<file path="src/rtl/stream_pacer_fifo.sv">
// stream_pacer_fifo: valid/ready input stream buffered in a small FIFO and
// re-emitted as single-cycle enable_o strobes, with a programmable minimum
// number of idle cycles between consecutive strobes.
module stream_pacer_fifo #(
    parameter int WIDTH     = 8,
    parameter int DEPTH     = 4,
    parameter int GAP_WIDTH = 4
) (
    input  logic                       clk_i,
    input  logic                       rst_i,
    input  logic                       flush_i,
    input  logic [GAP_WIDTH-1:0]       gap_i,
    input  logic                       s_valid_i,
    output logic                       s_ready_o,
    input  logic [WIDTH-1:0]           s_data_i,
    output logic                       enable_o,
    output logic [WIDTH-1:0]           data_o,
    output logic [$clog2(DEPTH):0]     level_o
);

    localparam int AW = $clog2(DEPTH);
    localparam int LW = AW + 1;

    typedef enum logic [1:0] {
        IDLE = 2'd0,
        EMIT = 2'd1,
        GAP  = 2'd2
    } state_t;

    logic [WIDTH-1:0]     mem_q [DEPTH];
    logic [AW-1:0]        wr_ptr_q, rd_ptr_q;
    logic [LW-1:0]        count_q, count_d;
    state_t               state_q;
    // Holds the gap latched at the last pop; counts down while in GAP.
    logic [GAP_WIDTH-1:0] gap_cnt_q;
    logic                 enable_q;
    logic [WIDTH-1:0]     data_q;

    logic empty, full, push, pop_req, pop;

    assign empty = (count_q == '0);
    assign full  = (count_q == LW'(DEPTH));

    // Ready looks only at registered occupancy, so a pop never feeds ready
    // combinationally; a freed slot shows up one cycle after the pop.
    assign s_ready_o = !full && !rst_i && !flush_i;
    assign push      = s_valid_i && s_ready_o;

    // Pop decision comes from registered state/count only, so a word written
    // on this edge cannot be emitted on the same edge.
    always_comb begin
        pop_req = 1'b0;
        case (state_q)
            IDLE:    pop_req = !empty;
            EMIT:    pop_req = (gap_cnt_q == '0) && !empty;
            GAP:     pop_req = (gap_cnt_q <= GAP_WIDTH'(1)) && !empty;
            default: pop_req = 1'b0;
        endcase
    end
    assign pop = pop_req && !flush_i;

    // Next occupancy: push and pop together leave it unchanged.
    always_comb begin
        count_d = count_q;
        if (flush_i) begin
            count_d = '0;
        end else if (push && !pop) begin
            count_d = count_q + LW'(1);
        end else if (pop && !push) begin
            count_d = count_q - LW'(1);
        end
    end

    // Storage array; contents need no reset since occupancy guards reads.
    always_ff @(posedge clk_i) begin
        if (push) begin
            mem_q[wr_ptr_q] <= s_data_i;
        end
    end

    // Pointers wrap naturally at DEPTH; occupancy tracked separately.
    always_ff @(posedge clk_i or posedge rst_i) begin
        if (rst_i) begin
            wr_ptr_q <= '0;
            rd_ptr_q <= '0;
            count_q  <= '0;
        end else if (flush_i) begin
            wr_ptr_q <= '0;
            rd_ptr_q <= '0;
            count_q  <= '0;
        end else begin
            if (push) wr_ptr_q <= wr_ptr_q + AW'(1);
            if (pop)  rd_ptr_q <= rd_ptr_q + AW'(1);
            count_q <= count_d;
        end
    end

    // Pacing FSM with registered strobe/data; data only moves with a pop.
    always_ff @(posedge clk_i or posedge rst_i) begin
        if (rst_i) begin
            state_q   <= IDLE;
            gap_cnt_q <= '0;
            enable_q  <= 1'b0;
            data_q    <= '0;
        end else if (flush_i) begin
            state_q   <= IDLE;
            gap_cnt_q <= '0;
            enable_q  <= 1'b0;
        end else begin
            enable_q <= pop;
            if (pop) begin
                data_q    <= mem_q[rd_ptr_q];
                gap_cnt_q <= gap_i;
                state_q   <= EMIT;
            end else begin
                case (state_q)
                    EMIT: begin
                        if (gap_cnt_q == '0) state_q <= IDLE;
                        else                 state_q <= GAP;
                    end
                    GAP: begin
                        // Last idle cycle: behave as IDLE (pop handled above).
                        if (gap_cnt_q <= GAP_WIDTH'(1)) begin
                            gap_cnt_q <= '0;
                            state_q   <= IDLE;
                        end else begin
                            gap_cnt_q <= gap_cnt_q - GAP_WIDTH'(1);
                        end
                    end
                    default: state_q <= IDLE;
                endcase
            end
        end
    end

    assign enable_o = enable_q;
    assign data_o   = data_q;
    assign level_o  = count_q;

endmodule

</file>
<file path="config.mk">
export PLATFORM = sky130hd
export DESIGN_NAME = stream_pacer_fifo
export DESIGN_NICKNAME = d
export VERILOG_FILES = /design/src/rtl/stream_pacer_fifo.sv
export SDC_FILE = /design/constraint.sdc
export NUM_CORES = 1
export LEC_CHECK = 0
export ABC_AREA = 1
export CAP_MARGIN = 10
export CORE_UTILIZATION = 53
export DETAILED_ROUTE_END_ITERATION = 10
export PLACE_DENSITY = 0.76
export SETUP_SLACK_MARGIN = 0.02
export SYNTH_ARGS = -nofsm -noshare
export SYNTH_HDL_FRONTEND = slang
export SYNTH_SLANG_ARGS = --single-unit
</file>
<file path="constraint.sdc">
create_clock -name clk_i -period 3.4 [get_ports clk_i]
set_clock_uncertainty 0.05 [all_clocks]
set_input_delay 0.34 -clock clk_i [delete_from_list [all_inputs] [get_ports clk_i]]
set_output_delay 0.34 -clock clk_i [all_outputs]
set_load 0.1 [all_outputs]
</file>
==> results.txt, run 1 <==
Worst path required time - 3540 ps
Most common cell after layout, fill and taps aside - nand2_1
GRT Residual Overflow - 0
Final Max Tran Viols - 0
Register area - 0.00151 mm²
Post-DP HPWL - 3.17 mm
Commonest cells after routing, fill and taps aside - 45 x nand2_1, 32 x edfxtp_1, 28 x inv_1, 27 x clkdlybuf4s50_1, 23 x nor2_1
DIE AREA - 0.00510 mm²
Slew headroom - 0.349
Initial Util - 0.567
Multi-input gate area - 871 µm²
Crit. End Element - flip-flop
Critical Path AT - 2600 ps
Ports - 29
Fin. Hold Viols - 0
DR DRC count - 1
Mapped Area - 0.00255 mm²
Placement row count - 24
Status - finished, violations left
Critical path launch point - gap_cnt_q[0]$_DFFE_PP0P_
Critical Path Source Type - flip-flop
Ratio of cells with drive above 1 in the final layout - 0.113
Critical R2R Capture - level_o[2]$_DFFE_PP0P_
Vias in the first global route - 1658
Adder-cell area share of the yosys netlist - 0.0569
F_max - 407 MHz
# diodes - 0
Mux contribution to synthesized area - 0
Clock buffer depth - 2
Seq/Total Area, Yosys - 0.592
Pwr dens - 902 mW/mm²
Max_cap viols - 0
DRT Pass-1 Iters - 7
Setup Buffers After CTS - 0
Hold-fix buffers, CTS - 0
Area grow syn2layout - 15.4%
CTS tree - built
Root buffer cell - clkbuf_8
Cts repair resizes - 0
CP Max Fanout - 13
Fin crit share - 0.722
CTS Sinks - 54
Largest net degree at the start of global routing - 23
FF-to-FF path depth - 16
Synth Warn # - 0
Cells after synthesis - 243
IO buf count - 28
Power Total - 2.66 mW
Period minus WS final - 2460 ps
Reg2reg start - gap_cnt_q[0]$_DFFE_PP0P_
Failing checks - design-rule violations
# setup viols final - 0
WL per Instance - 13.7 µm
Worst hold path type - in2async
Leak - 1.25 nW
Nets - 300
CTS clk-pin slew, worst paths - 90 ps
Antenna violations before repair - 0
#FFs+latches synth - 54
Total number of vias - 1724
Worst skew pair latency - 300 ps
RSZ-0062 raised after global routing - false
Worst setup path class - reg2reg
Vias per std cell - 5.29
Drt total wl - 4.46 mm
Gpl congestion - 0.807
First-pass GRT wire length - 7.50 mm
Synth Area per Inst - 10.5 µm²
Core Box Area - 0.00450 mm²
Largest family of logic cells by synthesized area - simple AND/OR/NAND/NOR gates
Post-synthesis net count - 270
CTS buffer count - 5
DIE WIDTH - 71.4 µm
Maximum VDD drop - 0.000437 V
Vert. Die Dim - 71.4 µm
H-tree levels - 2
Reg2Reg Setup Slack - 940 ps
Distinct cells, synth - 33
Worst-margin pin slew - 973 ps
Drt initial violations - 96
XOR/XNOR share of the synthesized area - 0.00343
Total Routing Usage GR - 0.198
Compound-gate portion of the synthesized area - 0.0931
Fill cells - 377
Final ANT Viol Nets - 0
Post-Synth Simple-Gate Area - 0.188
Setup TNS - 0 ps
metrics by stage:
stage               cell area, µm²  hold slack (ps)  worst slack [ps]  std cells  utilization
global placement              2850              419               961        318        0.633
floorplan                     2550              295               349        243            -
CTS                           2950              416               928        326        0.654
global route                  2950              453               708        326        0.654
detailed placement            2850              420               906        318        0.633
finish                        2950              413               944        326        0.654
power by group:
part / internal, mW / switching [mW]
Combinational: 0.376 / 1.01
Sequential: 0.812 / 0.0970
Clock: 0.164 / 0.200
flip-flops by register name, summed over array words and instances (netlist names):
register	flops
state_q	2
data_o	8
mem_q	32
rd_ptr_q	2
wr_ptr_q	2
level_o	3
gap_cnt_q	4
enable_o	1
logic make-up after synthesis:
kind of cell / Yosys count
adders and majority gates: 11
and+or+nand+nor: 99
DFF: 54
xor gates and xnor gates: 1
AOI/OAI and AO/OA: 41
buffers and inverters: 37
synthesized netlist by cell type (all sizes together):
cell,number,area [µm²]
o31ai,1,7.51
dfrtp,22,551
nand4,3,25.0
a21oi,5,25.0
ha,10,125
clkbuf,2,7.51
xor2,1,8.76
nor3,2,10.0
inv,31,119
fa,1,20.0
nand2,54,240
nor2,26,110
a31oi,1,21.3
o21ai,24,120
or2,1,6.26
o22ai,9,56.3
a21boi,1,7.51
buf,4,43.8
edfxtp,32,961
nand3,13,87.6
per-layer routing:
layer,up-vias,global-route usage,share of wire,wire length [µm]
met5,-,0,0,0
met4,0,0.0756,0.012,52
met3,5,0.0436,0.046,205
met2,43,0.321,0.50,2210
met1,804,0.263,0.45,1990
li1,872,-,-,-
worst max-delay path by stage:
| stage | cells past startpoint | to | slack, ps |
|---|---|---|---|
| 2_1_floorplan | 4 | s_ready_o | 350 |
| 3_3_place_gp | 4 | mem_q[3][2]$_DFFE_PP_ | 960 |
| 3_5_place_dp | 4 | mem_q[3][2]$_DFFE_PP_ | 910 |
| 4_1_cts | 16 | level_o[2]$_DFFE_PP0P_ | 930 |
| 5_1_grt | 16 | level_o[2]$_DFFE_PP0P_ | 710 |
| 6_report | 16 | level_o[2]$_DFFE_PP0P_ | 940 |
critical path, stage by stage, from the launching register on:
cell and delay (ps):
dfrtp_1 400, inv_1 100, ha_1 210, inv_1 50
nand2_1 70, nand2_2 90, nor2_2 110, nand2_2 70
nand2_4 80, nand3_4 180, nand2_2 190, inv_1 70
fa_1 390, inv_1 70, nand3_1 70, nand3_1 70
nand2_1 60
area by class of cell:
type,count,share of cell area
clock buffer,6,0.0280
timing repair buffer,29,0.0968
tap,52,0.0221
sequential,54,0.513
multi-input combinational,152,0.296
clock inverter,2,0.00425
inverter,31,0.0403
Power figures use the tool's default switching activity.
==> run 2: changes to the inputs <==
- clock period: 3.4 -> 2.45 ns (I/O delays scaled with it)
==> run 2 against run 1 <==
  * Routed wire length grew 6.1%
  * Critical endpoint unchanged
  * The flow still finishes with violations (design-rule violations)
  * Clock power grew 36%
  * Combinational power grew 42%
  * Critical path type unchanged
==> results.txt, run 2 (same netlist as run 1, synthesis figures left out) <==
Vias per std cell - 5.29 (about the same)
DIE WIDTH - 71.4 µm (unchanged)
CP Max Fanout - 6 (-7)
Commonest cells after routing, fill and taps aside - 45 x nand2_1, 32 x edfxtp_1, 28 x inv_1, 22 x o21ai_0, 22 x nor2_1
WL per Instance - 14.2 µm (+3.5%)
Initial Util - 0.567 (unchanged)
Most used cell, CP - inv_1
Maximum VDD drop - 0.000678 V (+55%)
Core Box Area - 0.00450 mm² (unchanged)
Reg2reg start - gap_cnt_q[0]$_DFFE_PP0P_
Largest register FFs - 32 (unchanged)
Top reg by flops - mem_q
Power Total - 3.70 mW (+39%)
Hold-fix buffers, CTS - 0 (unchanged)
IO buf count - 28 (unchanged)
Fin. Hold Viols - 0 (unchanged)
Crit. End Element - flip-flop
Most common cell after layout, fill and taps aside - nand2_1
Leak - 1.31 nW (+4.3%)
FF-to-FF path depth - 16 (unchanged)
Placement row count - 24 (unchanged)
Fin crit share - 0.901 (+0.178)
Met2 Wirelength - 2.31 mm (+4.6%)
Ratio of cells with drive above 1 in the final layout - 0.191 (+0.0784)
Gpl congestion - 0.825 (+2.2%)
Cts repair resizes - 0 (unchanged)
Setup Buffers After CTS - 0 (unchanged)
Fill cells - 356 (-5.6%)
Vert. Die Dim - 71.4 µm (unchanged)
Critical Path AT - 2360 ps (-240 ps)
GRT Residual Overflow - 0 (unchanged)
CTS Sinks - 54 (unchanged)
Critical R2R Capture - level_o[2]$_DFFE_PP0P_
Setup TNS - 0 ps (unchanged)
Area grow syn2layout - 17.0%
Worst setup path class - reg2reg
Max_cap viols - 0 (unchanged)
H-tree levels - 2 (unchanged)
Total number of vias - 1767 (+2.5%)
Vias in the first global route - 1760 (+6.2%)
Worst-margin pin slew - 480 ps (-493 ps)
DIE AREA - 0.00510 mm² (unchanged)
# diodes - 0 (unchanged)
Slew headroom - 0.679 (+0.330)
Reg2Reg Setup Slack - 240 ps (-700 ps)
Largest net degree at the start of global routing - 23 (unchanged)
Ports - 29 (unchanged)
Failing checks - design-rule violations
RSZ-0062 raised after global routing - false
CTS tree - built
Total Routing Usage GR - 0.207 (+0.00970)
Drt initial violations - 59 (-39%)
CTS buffer count - 5 (unchanged)
Slowest CP cell - dfrtp_1
Register area - 0.00152 mm² (+0.25%)
Antenna violations before repair - 0 (unchanged)
Final Max Tran Viols - 0 (unchanged)
Final ANT Viol Nets - 0 (unchanged)
CTS clk-pin slew, worst paths - 100 ps (about the same)
Worst stage delay on the critical path - 410 ps (about the same)
DR DRC count - 1 (unchanged)
Worst hold path type - in2async
Period minus WS final - 2210 ps (-249 ps)
Multi-input gate area - 873 µm² (+0.29%)
Metal3 WL - 223 µm (+8.8%)
Critical-path cell list - inv_1, ha_1, inv_1, nand2_1, nand2_2, nor2_2, nand2_2, nand2_4, nand3_4, nand2_2, inv_1, fa_1, inv_1, nand3_1, nand3_1, nand2_1
Pwr dens - 1240 mW/mm² (+37%)
Critical Path Source Type - flip-flop
Root buffer cell - clkbuf_8
F_max - 453 MHz (+11%)
Top Layer Used - met4
Status - finished, violations left
# setup viols final - 0 (unchanged)
WP buf/inv - 4 (unchanged)
DRT Pass-1 Iters - 7 (unchanged)
Drt total wl - 4.73 mm (+6.1%)
CP delay by family, top - simple AND/OR/NAND/NOR gates
Worst path required time - 2600 ps (-940 ps)
Worst skew pair latency - 310 ps (about the same)
First-pass GRT wire length - 8.09 mm (+7.8%)
DRT met1 WL - 2.15 mm (+7.7%)
Post-DP HPWL - 3.29 mm (+3.9%)
Clock buffer depth - 2 (unchanged)
Nets - 308 (+2.7%)
## run 2: cell count changes in the layout (fill, tap and decap cells not counted), moves of 3 or more
cell	previous run	this run
buf_4	2	21
clkdlybuf4s50_1	27	15
dfrtp_1	22	19
dfrtp_2	0	3
## run 2: stage by stage
stage / cell area (µm²) / cells / util / setup slack [ps] / hold slack (ps)
2_1_floorplan: 2560 / 243 / - / 238 / 200
6_report: 2990 / 334 / 0.663 / 243 / 330
4_1_cts: 2990 / 334 / 0.663 / 243 / 335
3_5_place_dp: 2900 / 326 / 0.644 / 260 / 417
5_1_grt: 2990 / 334 / 0.663 / 51.6 / 372
3_3_place_gp: 2900 / 326 / 0.644 / 359 / 415
## run 2: cell type report
| class | count | share of cell area |
|---|---|---|
| clock inverters | 2 | 0.00461 |
| flip-flops and latches | 54 | 0.507 |
| inverters | 31 | 0.0398 |
| well taps | 52 | 0.0218 |
| multi-input cells | 152 | 0.292 |
| repair buffers | 37 | 0.110 |
| clock buffers | 6 | 0.0243 |
## run 2: worst reg2reg max path, delay by kind of cell, from the launching register on
kind                       cells  cell delay [ps]
and+or+nand+nor               10              780
adders and majority gates      2              590
DFF                            1              410
buffers and inverters          4              280
## run 2: per-layer routing
| metal | GRT usage | up-vias |
|---|---|---|
| met4 | 0.0644 | 0 |
| met5 | 0 | - |
| met3 | 0.0436 | 6 |
| met2 | 0.354 | 43 |
| met1 | 0.267 | 834 |
| li1 | - | 884 |
## run 2: worst max path at each step
stage                                         from                     end  slack, ps  cells past startpoint
final                     gap_cnt_q[0]$_DFFE_PP0P_  level_o[2]$_DFFE_PP0P_        240                     16
after global routing      gap_cnt_q[1]$_DFFE_PP0P_  level_o[2]$_DFFE_PP0P_         50                     16
after CTS                 gap_cnt_q[0]$_DFFE_PP0P_  level_o[2]$_DFFE_PP0P_        240                     16
after detailed placement  gap_cnt_q[0]$_DFFE_PP0P_  level_o[2]$_DFFE_PP0P_        260                     16
after global placement    gap_cnt_q[0]$_DFFE_PP0P_  level_o[2]$_DFFE_PP0P_        360                     16
after floorplan             level_o[1]$_DFFE_PP0P_  level_o[1]$_DFFE_PP0P_        240                      8
## run 2: report_power, final
part / total [mW] / internal, mW / leakage (nW) / switching [mW]
clock: 0.492 / 0.204 / 0.0456 / 0.287
sequential: 1.25 / 1.13 / 0.567 / 0.114
combinational: 1.97 / 0.518 / 0.695 / 1.45
==> run 3: changes to the inputs <==
- CORE_MARGIN: default -> 5
- CORE_UTILIZATION: 53 -> 55
- PLACE_DENSITY: 0.76 -> 0.78
==> run 3 against run 2 <==
  * The flow now finishes without violations
  * Non-clock buffer count unchanged
  * Clock power about the same
  * Cell count did not move
  * Worst hold slack got worse by 14 ps
  * Sequential power about the same
  * First-iteration DRC count grew 110%
  * Critical path type unchanged
  * Critical endpoint unchanged
  * Largest cell class unchanged
==> results.txt, run 3 (same netlist as run 1, synthesis figures left out) <==
Status - complete, no violations
Commonest cells after routing, fill and taps aside - 45 x nand2_1, 32 x edfxtp_1, 28 x inv_1, 22 x o21ai_0, 22 x nor2_1
Power Total - 3.71 mW (+0.20%)
Final worst slack - 245 ps (+1.65 ps)
Power share of the combinational group - 0.532 (about the same)
Net Switching - 1.86 mW (+0.37%)
Period minus WS final - 2210 ps (-1.65 ps)
Max_cap viols - 0 (unchanged)
DR DRC count - 0 (-1)
Worst-margin pin slew - 488 ps (+7.50 ps)
WL per Instance - 14.2 µm (+0.32%)
Largest net degree at the start of global routing - 23 (unchanged)
Fill cells - 331 (-7.0%)
Most common cell after layout, fill and taps aside - nand2_1
Non-filler instance count after layout - 334 (unchanged)
Worst setup path class - reg2reg
Total number of vias - 1772 (+0.28%)
F_max - 453 MHz (about the same)
Worst slack, placed - 262 ps (+1.97 ps)
DIE WIDTH - 78.1 µm (+9.4%)
Top reg by flops - mem_q
First-pass GRT wire length - 8.03 mm (-0.68%)
Ratio of cells with drive above 1 in the final layout - 0.199 (+0.00709)
Slew headroom - 0.674 (-0.00501)
Placement row count - 24 (unchanged)
# diodes - 0 (unchanged)
Final Max Tran Viols - 0 (unchanged)
Final ANT Viol Nets - 0 (unchanged)
DIE AREA - 0.00610 mm² (+20%)
WP buf/inv - 4 (unchanged)
Pwr dens - 1240 mW/mm² (about the same)
Vias per std cell - 5.31 (+0.28%)
Slowest CP cell - dfrtp_1
Sw Ratio - 0.500 (+0.000862)
CP delay by family, top - simple AND/OR/NAND/NOR gates
Worst stage delay on the critical path - 410 ps (about the same)
Reg2Reg Setup Slack - 240 ps (about the same)
Nets - 308 (unchanged)
Internal power - 1.85 mW (about the same)
GRT Residual Overflow - 0 (unchanged)
Initial Util - 0.578 (+0.0116)
Fin crit share - 0.900 (about the same)
Most used cell, CP - inv_1
Post-DP HPWL - 3.29 mm (-0.12%)
Sequential share of power - 0.336 (about the same)
Gpl congestion - 0.869 (+5.4%)
Total Routing Usage GR - 0.167 (-0.0404)
CTS tree - built
Worst skew pair latency - 300 ps (about the same)
CTS clk-pin slew, worst paths - 100 ps (about the same)
Critical Path Source Type - flip-flop
Leak - 1.31 nW (+0.12%)
CTS Sinks - 54 (unchanged)
CTS buffer count - 5 (unchanged)
Vert. Die Dim - 78.1 µm (+9.4%)
Ports - 29 (unchanged)
Root buffer cell - clkbuf_8
IO buf count - 28 (unchanged)
Vias in the first global route - 1716 (-2.5%)
Antenna violations before repair - 0 (unchanged)
Largest register FFs - 32 (unchanged)
Critical-path cell list - inv_1, ha_2, inv_1, nand2_1, nand2_2, nor2_2, nand2_2, nand2_4, nand3_4, nand2_2, inv_1, fa_1, inv_1, nand3_1, nand3_1, nand2_1
Core Box Area - 0.00441 mm² (-2.0%)
DRT Pass-1 Iters - 4 (-3)
Critical Path AT - 2360 ps (about the same)
Hold-fix buffers, CTS - 0 (unchanged)
Setup TNS - 0 ps (unchanged)
Worst hold path type - in2async
Crit. End Element - flip-flop
Clock buffer depth - 2 (unchanged)
Worst path required time - 2600 ps (about the same)
Drt total wl - 4.75 mm (+0.32%)
Drt initial violations - 126 (+110%)
# setup viols final - 0 (unchanged)
RSZ-0062 raised after global routing - false
Fin. Hold Viols - 0 (unchanged)
Maximum VDD drop - 0.000594 V (-12%)
Area grow syn2layout - 17.2%
Clk network pwr share - 0.132 (about the same)
H-tree levels - 2 (unchanged)
CP Max Fanout - 6 (unchanged)
Placed Instances - 326 (unchanged)
-- run 3: final timing paths --
check                      cells past startpoint                      to                startpoint
min reg2reg                                    2   data_o[4]$_DFFE_PP0P_     data_o[4]$_DFFE_PP0P_
min                                            3   data_o[7]$_DFFE_PP0P_                     rst_i
max in group asynchronous                      3  level_o[1]$_DFFE_PP0P_                     rst_i
min in group clk_i                             2   data_o[4]$_DFFE_PP0P_     data_o[4]$_DFFE_PP0P_
max reg2reg                                   16  level_o[2]$_DFFE_PP0P_  gap_cnt_q[0]$_DFFE_PP0P_
max                                           16  level_o[2]$_DFFE_PP0P_  gap_cnt_q[0]$_DFFE_PP0P_
-- run 3: metal layers --
| metal | GRT usage | share of wire | wire length, µm |
|---|---|---|---|
| met4 | 0.0676 | 0.016 | 78 |
| met3 | 0.0378 | 0.041 | 193 |
| met1 | 0.212 | 0.44 | 2100 |
| met5 | 0 | 0 | 0 |
| met2 | 0.276 | 0.50 | 2370 |
-- run 3: cell type report --
cell class              count  area [µm²]  area share
flip-flops and latches     54        1520       0.507
multi-input cells         152         876       0.293
repair buffers             37         328       0.110
inverters                  31         119      0.0397
clock buffers               5        68.8      0.0230
well taps                  52        65.1      0.0218
clock inverters             3        18.8     0.00628
-- run 3: tightest hold or removal path, delay by kind of cell --
kind	cells	cell delay, ps
buf+inv	3	820
-- run 3: timing repair --
item | in CTS | in global routing
gates resized for setup | 0 | 1
setup buffers | 0 | 0
setup endpoints to repair | 0 | 1
-- run 3: power groups by stage --
| stage | registers [mW] | logic [mW] | clock network (mW) |
|---|---|---|---|
| after floorplan | 1.92 | 0.915 | 0 |
| after global placement | 1.26 | 1.93 | 0 |
| after detailed placement | 1.27 | 1.97 | 0 |
| after CTS | 1.25 | 1.98 | 0.498 |
| after global routing | 1.27 | 2.14 | 0.540 |
| final | 1.25 | 1.97 | 0.490 |
-- run 3: stage by stage --
stage | util | cell area [µm²] | hold slack, ps
2_1_floorplan | - | 2560 | 200
6_report | 0.677 | 2990 | 316
4_1_cts | 0.677 | 2990 | 319
5_1_grt | 0.677 | 2990 | 330
3_3_place_gp | 0.657 | 2900 | 418
3_5_place_dp | 0.657 | 2900 | 424
